File: config.mk
export PLATFORM = sky130hd
export DESIGN_NAME = pwm_dac
export DESIGN_NICKNAME = d
export VERILOG_FILES = /design/src/rtl/pwm_dac.sv
export SDC_FILE = /design/constraint.sdc
export NUM_CORES = 1
export LEC_CHECK = 0
export ABC_AREA = 1
export BUFFER_PORTS_ARGS = -buffer_cell sky130_fd_sc_hd__clkbuf_2
export CAP_MARGIN = 20
export CORE_UTILIZATION = 51
export DETAILED_ROUTE_END_ITERATION = 16
export PLACE_DENSITY = 0.74
export SYNTH_ARGS = -nofsm -noshare
export SYNTH_HDL_FRONTEND = slang
export SYNTH_SLANG_ARGS = --single-unit
File: constraint.sdc
create_clock -name clk -period 1.2 [get_ports clk]
set_input_delay 0.24 -clock clk [delete_from_list [all_inputs] [get_ports clk]]
set_output_delay 0.24 -clock clk [all_outputs]
set_load 0.05 [all_outputs]
File: src/rtl/pwm_dac.sv
`default_nettype none
// ============================================================================
// Module      : pwm_dac
// Description : Converts magnitude samples into a period-aligned PWM output
//               with valid/ready sample intake and a graceful-stop FSM.
// Revision    : 1.0 - initial release
// ============================================================================
module pwm_dac #(
    parameter int WIDTH    = 8,
    parameter int PRESCALE = 1
) (
    input  logic             clk,
    input  logic             rst,
    input  logic             en,
    input  logic [WIDTH-1:0] magnitude,
    input  logic             mag_valid,
    output logic             mag_ready,
    output logic             pwm_out,
    output logic             period_start,
    output logic             busy
);

    localparam int                PW           = (PRESCALE > 1) ? $clog2(PRESCALE) : 1;
    localparam logic [PW-1:0]     c_presc_last = PW'(PRESCALE - 1);
    localparam logic [WIDTH-1:0]  c_cnt_last   = '1;

    typedef enum logic [1:0] {
        S_IDLE  = 2'd0,
        S_RUN   = 2'd1,
        S_DRAIN = 2'd2
    } state_t;

    state_t           r_state;
    state_t           w_state_next;
    logic [PW-1:0]    r_presc;
    logic [WIDTH-1:0] r_cnt;
    logic [WIDTH-1:0] r_duty;
    logic [WIDTH-1:0] r_shadow;
    logic             r_shadow_full;
    logic             r_pwm;
    logic             r_period_start;

    logic             w_tick;
    logic             w_boundary;
    logic             w_accept;
    logic             w_load;

    assign w_tick     = (r_state != S_IDLE) && (r_presc == c_presc_last);
    assign w_boundary = w_tick && (r_cnt == c_cnt_last);
    assign w_accept   = mag_valid && !r_shadow_full;

    // Duty reloads only on start from IDLE or on a boundary while running;
    // re-entering RUN from DRAIN keeps the current period untouched.
    always_comb begin
        w_state_next = r_state;
        w_load       = 1'b0;
        case (r_state)
            S_IDLE: begin
                if (en) begin
                    w_state_next = S_RUN;
                    w_load       = 1'b1;
                end
            end
            S_RUN: begin
                if (!en) begin
                    w_state_next = S_DRAIN;
                end else if (w_boundary) begin
                    w_load = 1'b1;
                end
            end
            S_DRAIN: begin
                if (en) begin
                    w_state_next = S_RUN;
                end else if (w_boundary) begin
                    w_state_next = S_IDLE;
                end
            end
            default: w_state_next = S_IDLE;
        endcase
    end

    always_ff @(posedge clk) begin
        if (rst) begin
            r_state        <= S_IDLE;
            r_presc        <= '0;
            r_cnt          <= '0;
            r_duty         <= '0;
            r_shadow       <= '0;
            r_shadow_full  <= 1'b0;
            r_pwm          <= 1'b0;
            r_period_start <= 1'b0;
        end else begin
            r_state <= w_state_next;

            // In IDLE the counters sit at zero so a start always begins at cnt 0.
            if (r_state == S_IDLE) begin
                r_presc <= '0;
                r_cnt   <= '0;
            end else if (w_tick) begin
                r_presc <= '0;
                r_cnt   <= r_cnt + 1'b1;
            end else begin
                r_presc <= r_presc + 1'b1;
            end

            r_period_start <= w_load;
            if (w_load && r_shadow_full) begin
                r_duty <= r_shadow;
            end

            // Accept and load-from-full are mutually exclusive on shadow_full.
            if (w_load && r_shadow_full) begin
                r_shadow_full <= 1'b0;
            end else if (w_accept) begin
                r_shadow_full <= 1'b1;
            end
            if (w_accept) begin
                r_shadow <= magnitude;
            end

            r_pwm <= (r_state != S_IDLE) && (r_cnt < r_duty);
        end
    end

    assign mag_ready    = !r_shadow_full;
    assign pwm_out      = r_pwm;
    assign period_start = r_period_start;
    assign busy         = (r_state != S_IDLE);

endmodule
`default_nettype wire

; Word level (Yosys, flattened, before mapping)
; Index checks and enable logic that the tools add are counted.
[classes]
add_sub_neg = 2
magnitude_cmp = 1
eq_ne = 6
n_mux = 9
n_bitwise = 1
n_reduce_logical = 12
[op_table]
columns = op, count
row1 = "8-bit by 1-bit adder with 8-bit output, second input constant", 1
row2 = "8-bit equality test, second input constant", 1
row3 = 8-bit less-than comparator, 1
row4 = 2-bit 2-to-1 mux, 4
row5 = 2-bit case mux with 3 select lines, 1
row6 = 1-bit logical AND, 5
row7 = "2-bit != test, second input constant", 2
row8 = 2-bit OR reduction, 2
row9 = 1-bit 2-to-1 mux, 3
row10 = "3-bit != test, second input constant", 1
row11 = 3-bit AND reduction, 1
row12 = 3-bit OR reduction, 1
row13 = "2-bit by 1-bit equality test with 1-bit output, second input constant", 1
row14 = "2-bit equality test, second input constant", 1
row15 = 2-bit zero test, 1
row16 = 1-bit case mux with 2 select lines, 1
row17 = 2-bit nonzero test, 1
row18 = "1-bit adder, second input constant", 1
row19 = 1-bit zero test, 1
row20 = 1-bit inverter, 1
[totals]
reg_bits = 30
in_bits = 12
elab_cells = 39

; Depth between registers and ports, before layout
; Gate-level depths: netlist of the first run.
[logic_depth]
depth_word = 8
mapped_depth = 9
ltp_nobuf = 9

; Worst setup path after synthesis of the first run
; Ideal clock, no wire load.
[synth_path]
path_kind = reg-to-reg
startpoint = register r_cnt[0]
endpoint = register r_duty[0]
setup_time_ps = 64
arrival_time_ps = 1224
t_required_ps = 1136
path_slack_ps = -88
path_stages_with_launch = 10
path_buffers = 0
synth_period_minus_slack_ps = 1288
path_cell_list = dfxtp_1 -> ha_1 -> inv_1 -> nor2_1 -> nand3_2 -> nand2_4 -> nand3_4 -> nand2_1 -> inv_1 -> nor2_1
[synth_between]
elab_chain_cells = 6
[synth_rtl]
columns = element, line
row1 = from (decl), 36  ; logic [WIDTH-1:0] r_cnt;
row2 = from (signal assigned), 101  ; r_cnt <= r_cnt + 1'b1;
row3 = 8-bit equality test, 49  ; assign w_boundary = w_tick && (r_cnt == c_cnt_last);
row4 = 1-bit logical AND, 49
row5 = 1-bit 2-to-1 mux, 67  ; end else if (w_boundary) begin
row6 = 1-bit 2-to-1 mux, 65  ; if (!en) begin
row7 = 1-bit case mux with 2 select lines, 57  ; case (r_state)
row8 = 1-bit logical AND, 107  ; if (w_load && r_shadow_full) begin
row9 = to (signal assigned), 108  ; r_duty <= r_shadow;
row10 = to (decl), 37  ; logic [WIDTH-1:0] r_duty;
; No other way between the ends.
; A chain may end at the register's enable or synchronous reset.

; Worst setup path after layout of the first run
[layout_path]
startpoint = register r_cnt[0]
endpoint = register r_duty[2]
; The elaborated chain is that of the path after synthesis.

==> results.txt, run 1 <==
* Sw Ratio: between 20% and 30%
- TritonCTS built the clock tree.
- The worst setup path is captured at a flip-flop.
* Number of setup violations in the final report: 12
* Layout filler cell count: just under 200
* Total count of max-transition violations in the final report: 0
- The checks that failed: setup timing.
- Leaving out fill and tap cells, the most frequent cells in the layout are inv_1 (32), nand2_1 (26), dfxtp_1 (22).
* Number of antenna repair diodes: 0
- Counting tap cells, the placed design contains a total of about 250 instances.
* Share of total power in the clock network: approximately 36%
- The initial antenna violation count was 0.
- Sw Pwr: 0.603 mW
- For the finished layout, the period the worst path requires is about 1.3 ns.
- Flip-flop and latch count after synthesis: 30
- The post-route netlist has around a third of its cells at a drive strength greater than 1.
- The number of hold violations in the final report was 0.
- WP depth: 9
- Slack of the worst reg-to-reg path: -0.1 ns
- In the final routed layout, each cell accounts on average for 12.5 um.
- Total iterations of the first detailed-routing run: 4
* Number of H-tree branching levels: 2
- Once layout is complete, the utilization of the core stands at 75.8%.
- The worst hold path was traced through 2 stages.
* DPL Wire Length: ~2100 um
- Yosys printed 0 warnings.
* Synth Area per Inst: approximately 7.4 um^2
- Multi-input combinational cell area: between 700 and 800 um^2
- Smallest setup slack after layout: -0.0957 ns
- Sequential share of power: a little under half
- Wire length of the first global-routing pass: around 4900 um
- Most frequent cell on the critical path: nand3_4
- Comb power frac: between 10% and 20%
* Final Power: around 2.2 mW
- For this block, the routed nets add up to roughly 3300 um of wire.
- Total grt overflow: 0
* Max stage delay cell, worst path: dfxtp_2
- From synthesis to final layout, the design area changed by 37.3%.
- Min-delay worst type: input pin to flip-flop
* Required time of the critical path: 1.48 ns
- The number of global-route vias before repair is 1,278.
- Maximum frequency from static timing analysis: ~0.77 GHz
- Number of maximum-capacitance violations: 0
- After detailed routing, the number of vias per cell comes to just over 5.
- The initialized floorplan defines 18 standard-cell rows.
- Iter 0 DRT Violations: 24
* Run status: complete, but fails checks
- Highest ir drop seen on vdd: ~0.0013 V
- Internal power component: ~1.6 mW
- After detailed routing, the number of remaining DRC violations is 0.
* I/O pin count: 16
- Setup repair after global routing could not meet its margin everywhere.
- Area of the die: ~3000 um^2
- For the worst setup path, the data arrival time is roughly 1.6 ns.
* Cells after synthesis: ~190
- Part of the Yosys area used for sequential elements: around 43%
- The cell sitting at the root of the clock tree is a clkbuf_4.
* Final worst-path cycle share: 108%
- The worst hold path begins at rst.
- For this design, the sink count on the clock tree is 30.
- The clock arrives with about 0.008 ns of skew.
- In the global route stage, overall resource usage came out at between 20% and 30%.
* Setup TNS: -0.611 ns
- Largest net degree at the start of global routing: 17
* Endpoint of the worst register-to-register path: r_duty[2]$_SDFFE_PP0P_
- Most frequent standard cell in the layout excluding fill and tap cells: inv_1
- No sink is reached through more buffers than the 2 on the longest clock path.
- Destination of the worst hold path: period_start$_SDFF_PP0_
- Buffers inserted to repair hold after CTS numbered 0.
* RR Startpoint: r_cnt[0]$_SDFFE_PP0P_
- Cell area power density: 1150 nW/um^2
- On the critical path the largest part of the delay comes from simple AND/OR/NAND/NOR gates.
* Total nets after synthesis: roughly 210
- Cell leakage power: about 0.86 nW
- Initial standard-cell utilization of the core: a little under three fifths
* Total number of nets in the final design: about 250
- Input and output buffers added on the ports amount to 15.
- The largest single stage delay on the critical path is 0.37 ns.
- Register cell area after layout: approximately 610 um^2
- The synthesized netlist occupies a cell area of ~1400 um^2.
- Walking the worst path, the cells encountered are ha_4 -> inv_4 -> nor2_4 -> nand3_4 -> nand2_4 -> nand3_4 -> nand2_1 -> inv_1 -> nor2_1.
* Clock Pin Slew Worst Setup and Hold Paths: roughly 0.1 ns
- Tightest hold margin: 0.137 ns
* Placeable core region: 2540 um^2
- Overall die width: about 54 um
- Across all layers, the routed design uses between 1,000 and 1,500 vias.
- The worst setup path is of the flip-flop to flip-flop kind.
* Total buffers and inverters traversed by the critical path: 2
- Yosys cell types: 26
- Routability-driven placement finished with a final weighted congestion of 0.831.
* Antenna viol nets, final: 0
- Insertion delay to the later sink of the worst-skew pair: between 0.3 and 0.4 ns
* Final cell count without fillers: roughly 260
* Crit path max fanout: 6
* Number of cell instances on the worst register-to-register path: 9
* Height of the die: ~54 um
* Type of element launching the critical path: flip-flop
* Clock buffers created by TritonCTS: 5
[final cells by class]
type	instances	share of cell area [%]
clock buffer	6	2.14
sequential	30	31.8
timing repair buffer	37	14.3
clock inverter	2	1.95
inverter	38	7.53
multi-input combinational	120	40.4
tap	30	1.95
[per-stage QoR]
stage          worst slack (ns)  instance area, um^2
4_1_cts                 -0.0995                 1830
6_report                -0.0957                 1930
3_3_place_gp            -0.0245                 1660
2_1_floorplan           0.00377                 1410
3_5_place_dp             -0.102                 1660
5_1_grt                  -0.143                 1930
[power groups by stage]
stage	Sequential, mW	Combinational [mW]	Clock (mW)
after floorplan	1.10	0.186	0
after global placement	1.08	0.287	0
after detailed placement	1.09	0.298	0
after CTS	1.07	0.329	0.817
after global routing	1.07	0.390	0.856
final	1.07	0.352	0.808
[cell families (layout without fill, tap and decap cells)]
| kind of cell | Yosys count | count (layout) | share of synthesized area (%) |
|---|---|---|---|
| and+or+nand+nor | 76 | 78 | 26.0 |
| buffers and inverters | 41 | 83 | 11.1 |
| AOI/OAI and AO/OA | 31 | 31 | 11.5 |
| DFF | 30 | 30 | 42.8 |
| adders and majority gates | 8 | 8 | 7.13 |
| xor gates and xnor gates | 2 | 2 | 1.25 |
| other | 1 | 1 | 0.267 |
[Yosys cell counts, drive strengths merged]
cell,number,area share [%]
o21a,1,0.53
xor2,1,0.62
clkbuf,1,0.27
inv,38,10
dfxtp,30,43
nor3,4,1.4
o21ai,11,3.9
ha,8,7.1
nand2,30,8.6
nand3,5,3.0
a31oi,1,0.45
conb,1,0.27
nand4,9,4.0
and2,1,0.53
buf,2,0.62
nor2,26,8.0
a21oi,17,6.1
or2,1,0.45
xnor2,1,0.62
o211ai,1,0.53
[per-layer routing]
| layer | vias up | global-route usage [%] | routed length [um] |
|---|---|---|---|
| met3 | 13 | 6.11 | 162 |
| met1 | 613 | 23.3 | 1300 |
| met2 | 47 | 44.7 | 1740 |
| met4 | 0 | 16.7 | 93 |
| li1 | 688 | - | - |
| met5 | - | 0 | 0 |
[registers in the layout, indices dropped and copies added (netlist names)]
name           cells
period_start       1
pwm_out            1
r_cnt              8
r_duty             8
r_presc            1
r_shadow           8
r_shadow_full      1
r_state            2
[worst max-delay path by stage]
stage	from	endpoint	slack, ns
6_report	r_cnt[0]$_SDFFE_PP0P_	r_duty[2]$_SDFFE_PP0P_	-0.1
5_1_grt	r_cnt[1]$_SDFFE_PP0P_	r_duty[0]$_SDFFE_PP0P_	-0.14
4_1_cts	r_state[0]$_SDFFE_PP0P_	busy	-0.1
3_5_place_dp	r_cnt[0]$_SDFFE_PP0P_	r_duty[3]$_SDFFE_PP0P_	-0.10
3_3_place_gp	r_cnt[0]$_SDFFE_PP0P_	r_duty[7]$_SDFFE_PP0P_	-0.02
2_1_floorplan	r_cnt[0]$_SDFFE_PP0P_	r_duty[0]$_SDFFE_PP0P_	0.004
[timing repair]
item                                   4_1_cts  5_1_grt
pin swaps                                   20       13
cloned                                       2        0
endpoints found under the hold margin        0        0
buffers inserted                             3        1
resized for setup                           16       27
setup endpoints to repair                   13       21
Note: power is estimated with default switching activity, not from simulation.
==> inputs of run 2 (changes only) <==
--- a/config.mk
+++ b/config.mk
@@ -8,6 +8,7 @@
 export ABC_AREA = 1
 export BUFFER_PORTS_ARGS = -buffer_cell sky130_fd_sc_hd__clkbuf_2
 export CAP_MARGIN = 20
+export CORE_MARGIN = 5
 export CORE_UTILIZATION = 51
 export DETAILED_ROUTE_END_ITERATION = 16
 export PLACE_DENSITY = 0.74
==> run 2 against run 1 <==
  * The flow still finishes with violations (setup timing)
  * Clock power decreased by 20%
  * Clock skew rose by 0.0018 ns
  * Global-route usage shrank 6.4 points
  * Via count increased by 0.81%
  * Cell area grew 5.6%
  * Combinational power grew 14%
  * Sequential power about the same
  * Setup slack lost 0.033 ns
  * Largest cell class unchanged
==> results.txt, run 2 (same netlist as run 1, synthesis figures left out) <==
- CTS sink cnt: 30 (unchanged)
- Number of maximum-capacitance violations: 0 (unchanged)
- The worst path setup slack after routing is -0.129 ns (-0.0331 ns).
- The total non-filler cell area in the finished layout came to 2040 um^2 (+5.6%).
* Clock Path Buffers: 2 (unchanged)
* Maximum frequency from static timing analysis: 0.753 GHz (-2.5%)
- The placed wire-length estimate came to 2320 um (+9.1%).
- The sum of negative setup slack came to -1.09 ns (-0.476 ns).
- The setup skew after layout came to 0.00964 ns (+0.00177 ns).
- The count of fill cells added during filler insertion came to 191 (-1.0%).
- Via count of the first global-routing pass: 1,361 (+6.5%)
* Largest net degree at the start of global routing: 17 (unchanged)
- Clock Pin Slew Worst Setup and Hold Paths: 0.09 ns (about the same)
* Detailed-route wire length: 3490 um (+5.9%)
- Total grt overflow: 0 (unchanged)
- CTS tree: yes
- Clock root buffer: clkbuf_4
- The final critical delay including setup and external delays came to 1.33 ns (+0.0331 ns).
- Crit path max fanout: 2 (-4)
- Most frequent cells in the layout: inv_1 (33), nand2_1 (26), dfxtp_1 (24)
- The run finished, with violations left.
- Row cnt: 19 (+1)
- Weighted congestion at the end of routability-driven global placement: 0.789 (-5.1%)
- The cell total after placement is 251 (+0.80%).
- Final worst-path cycle share: 111% (+2.8 points)
- Drt wl/cell: 13.1 um (+4.3%)
- Cell leakage power: 0.905 nW (+5.7%)
* Total track usage: 17.8% (-6.4 points)
* Most frequent standard cell in the layout excluding fill and tap cells: inv_1
- Number of antenna repair diodes: 0 (unchanged)
* Sort of element at the end of the critical path: output port
* Antenna viol nets, final: 0 (unchanged)
* I/O pin count: 16 (unchanged)
- The wire length of the first global-routing pass is 5670 um (+15%).
- End-of-flow core utilization: 75.8% (about the same)
- Violations in the final reports: setup timing
- The worst setup path is of the flip-flop to output port kind.
* Insertion delay to the later sink of the worst-skew pair: 0.33 ns (about the same)
- Overall die width: 62.5 um (+15%)
- The number of buffers inserted during clock tree synthesis is 5 (unchanged).
- The number of search-and-repair iterations in the first detailed-routing pass is 4 (unchanged).
* Setup repair after global routing missed its margin: true
* Count of buffers from port buffering: 15 (unchanged)
* Initial standard-cell utilization of the core: 52.3% (-2.9 points)
* Area delta synth->final: 45.1%
* Number of hold violations in the final report: 0 (unchanged)
* Required time of the critical path: 0.96 ns (-0.52 ns)
* Min-delay worst type: input pin to flip-flop
- Drt drc: 0 (unchanged)
* Biggest registers after layout: r_cnt: 8 flops, r_duty: 8 flops, r_shadow: 8 flops
- Dpl cell area: 1670 um^2 (+0.53%)
- The count of placed standard cells in the final layout, fillers left out was 267 (+1.5%).
- The violation count after the first detailed-routing iteration is 47 (+96%).
- Number of H-tree branching levels: 2 (unchanged)
* Cell area power density: 1040 nW/um^2 (-10%)
* Critical path data arrival time: 1.09 ns (-0.49 ns)
- Via Count: 1,372 (+0.81%)
- Final Power: 2.11 mW (-5.1%)
- The via count normalized by instance count was 5.14 (-0.70%).
- The final number of setup-violating endpoints was 13 (+1).
* Total count of max-transition violations in the final report: 0 (unchanged)
- Number of antenna violations at the first check in global routing: 0 (unchanged)
- The peak supply drop is 0.000859 V (-34%).
* Placeable core region: 2690 um^2 (+5.6%)
* Height of the die: 62.5 um (+15%)
* Area of the die: 3900 um^2 (+32%)
* Layout cell share with drive strength beyond 1: 37.3% (+2.1 points)
- Type of element launching the critical path: flip-flop
- Total number of nets in the final design: 255 (+1.2%)
-- run 2: cell count changes in the layout (fill, tap and decap cells not counted), moves of 2 or more --
cell / delta
clkbuf_16: +2
dfxtp_1: +2
dfxtp_2: -2
buf_8: -2
buf_4: -3
clkbuf_8: +2
nor2_4: +2
a21oi_1: -3
buf_6: +5
a21oi_2: +3
nand2_2: -2
nor2_2: -2
-- run 2: report_power, final --
group	internal, mW	switching (mW)
logic	0.172	0.230
registers	1.05	0.0194
clock network	0.281	0.363
total	1.50	0.612
-- run 2: path summary, 6_finish.rpt --
check,from,endpoint,slack (ns),cells past startpoint
setup / recovery,r_state[0]$_SDFFE_PP0P_,busy,-0.13,4
hold / removal,en,r_state[0]$_SDFFE_PP0P_,0.14,3
setup reg to reg,r_cnt[0]$_SDFFE_PP0P_,r_duty[4]$_SDFFE_PP0P_,-0.12,9
hold reg to reg,r_shadow[3]$_SDFFE_PP0P_,r_shadow[3]$_SDFFE_PP0P_,0.47,2
-- run 2: routing by layer --
metal / part of all wire [%] / routed length (um) / global-route usage (%) / vias to the layer above
li1: - / - / - / 698
met5: 0 / 0 / 0 / -
met4: 2.2 / 76 / 11.1 / 0
met2: 50 / 1740 / 30.2 / 41
met3: 5.9 / 205 / 5.40 / 13
met1: 42 / 1460 / 19.2 / 620
-- run 2: what timing repair did --
item,4_1_cts,5_1_grt
endpoints found under the setup margin,13,22
resized for setup,18,34
hold buffers,0,0
gates cloned,1,1
buffers inserted,4,2
pin swaps,8,9
-- run 2: cell type report --
type                    count  area, um^2  area share, %
inverters                  38         145           7.13
clock inverters             2        12.5          0.614
clock buffers               6        51.3           2.52
flip-flops and latches     30         611           30.0
well taps                  31        38.8           1.90
multi-input cells         119         816           40.0
repair buffers             41         363           17.8
-- run 2: critical path, stage by stage (launching register included) --
cell and delay [ns]:
dfxtp_2 0.34, nor2_4 0.12, buf_6 0.11, inv_4 0.03, clkbuf_16 0.15
-- run 2: through the flow --
stage	setup slack, ns	hold slack, ns
final	-0.129	0.135
after detailed placement	-0.102	0.450
after global placement	-0.0284	0.447
after floorplan	0.00377	0.312
after global routing	-0.186	0.161
after CTS	-0.121	0.122
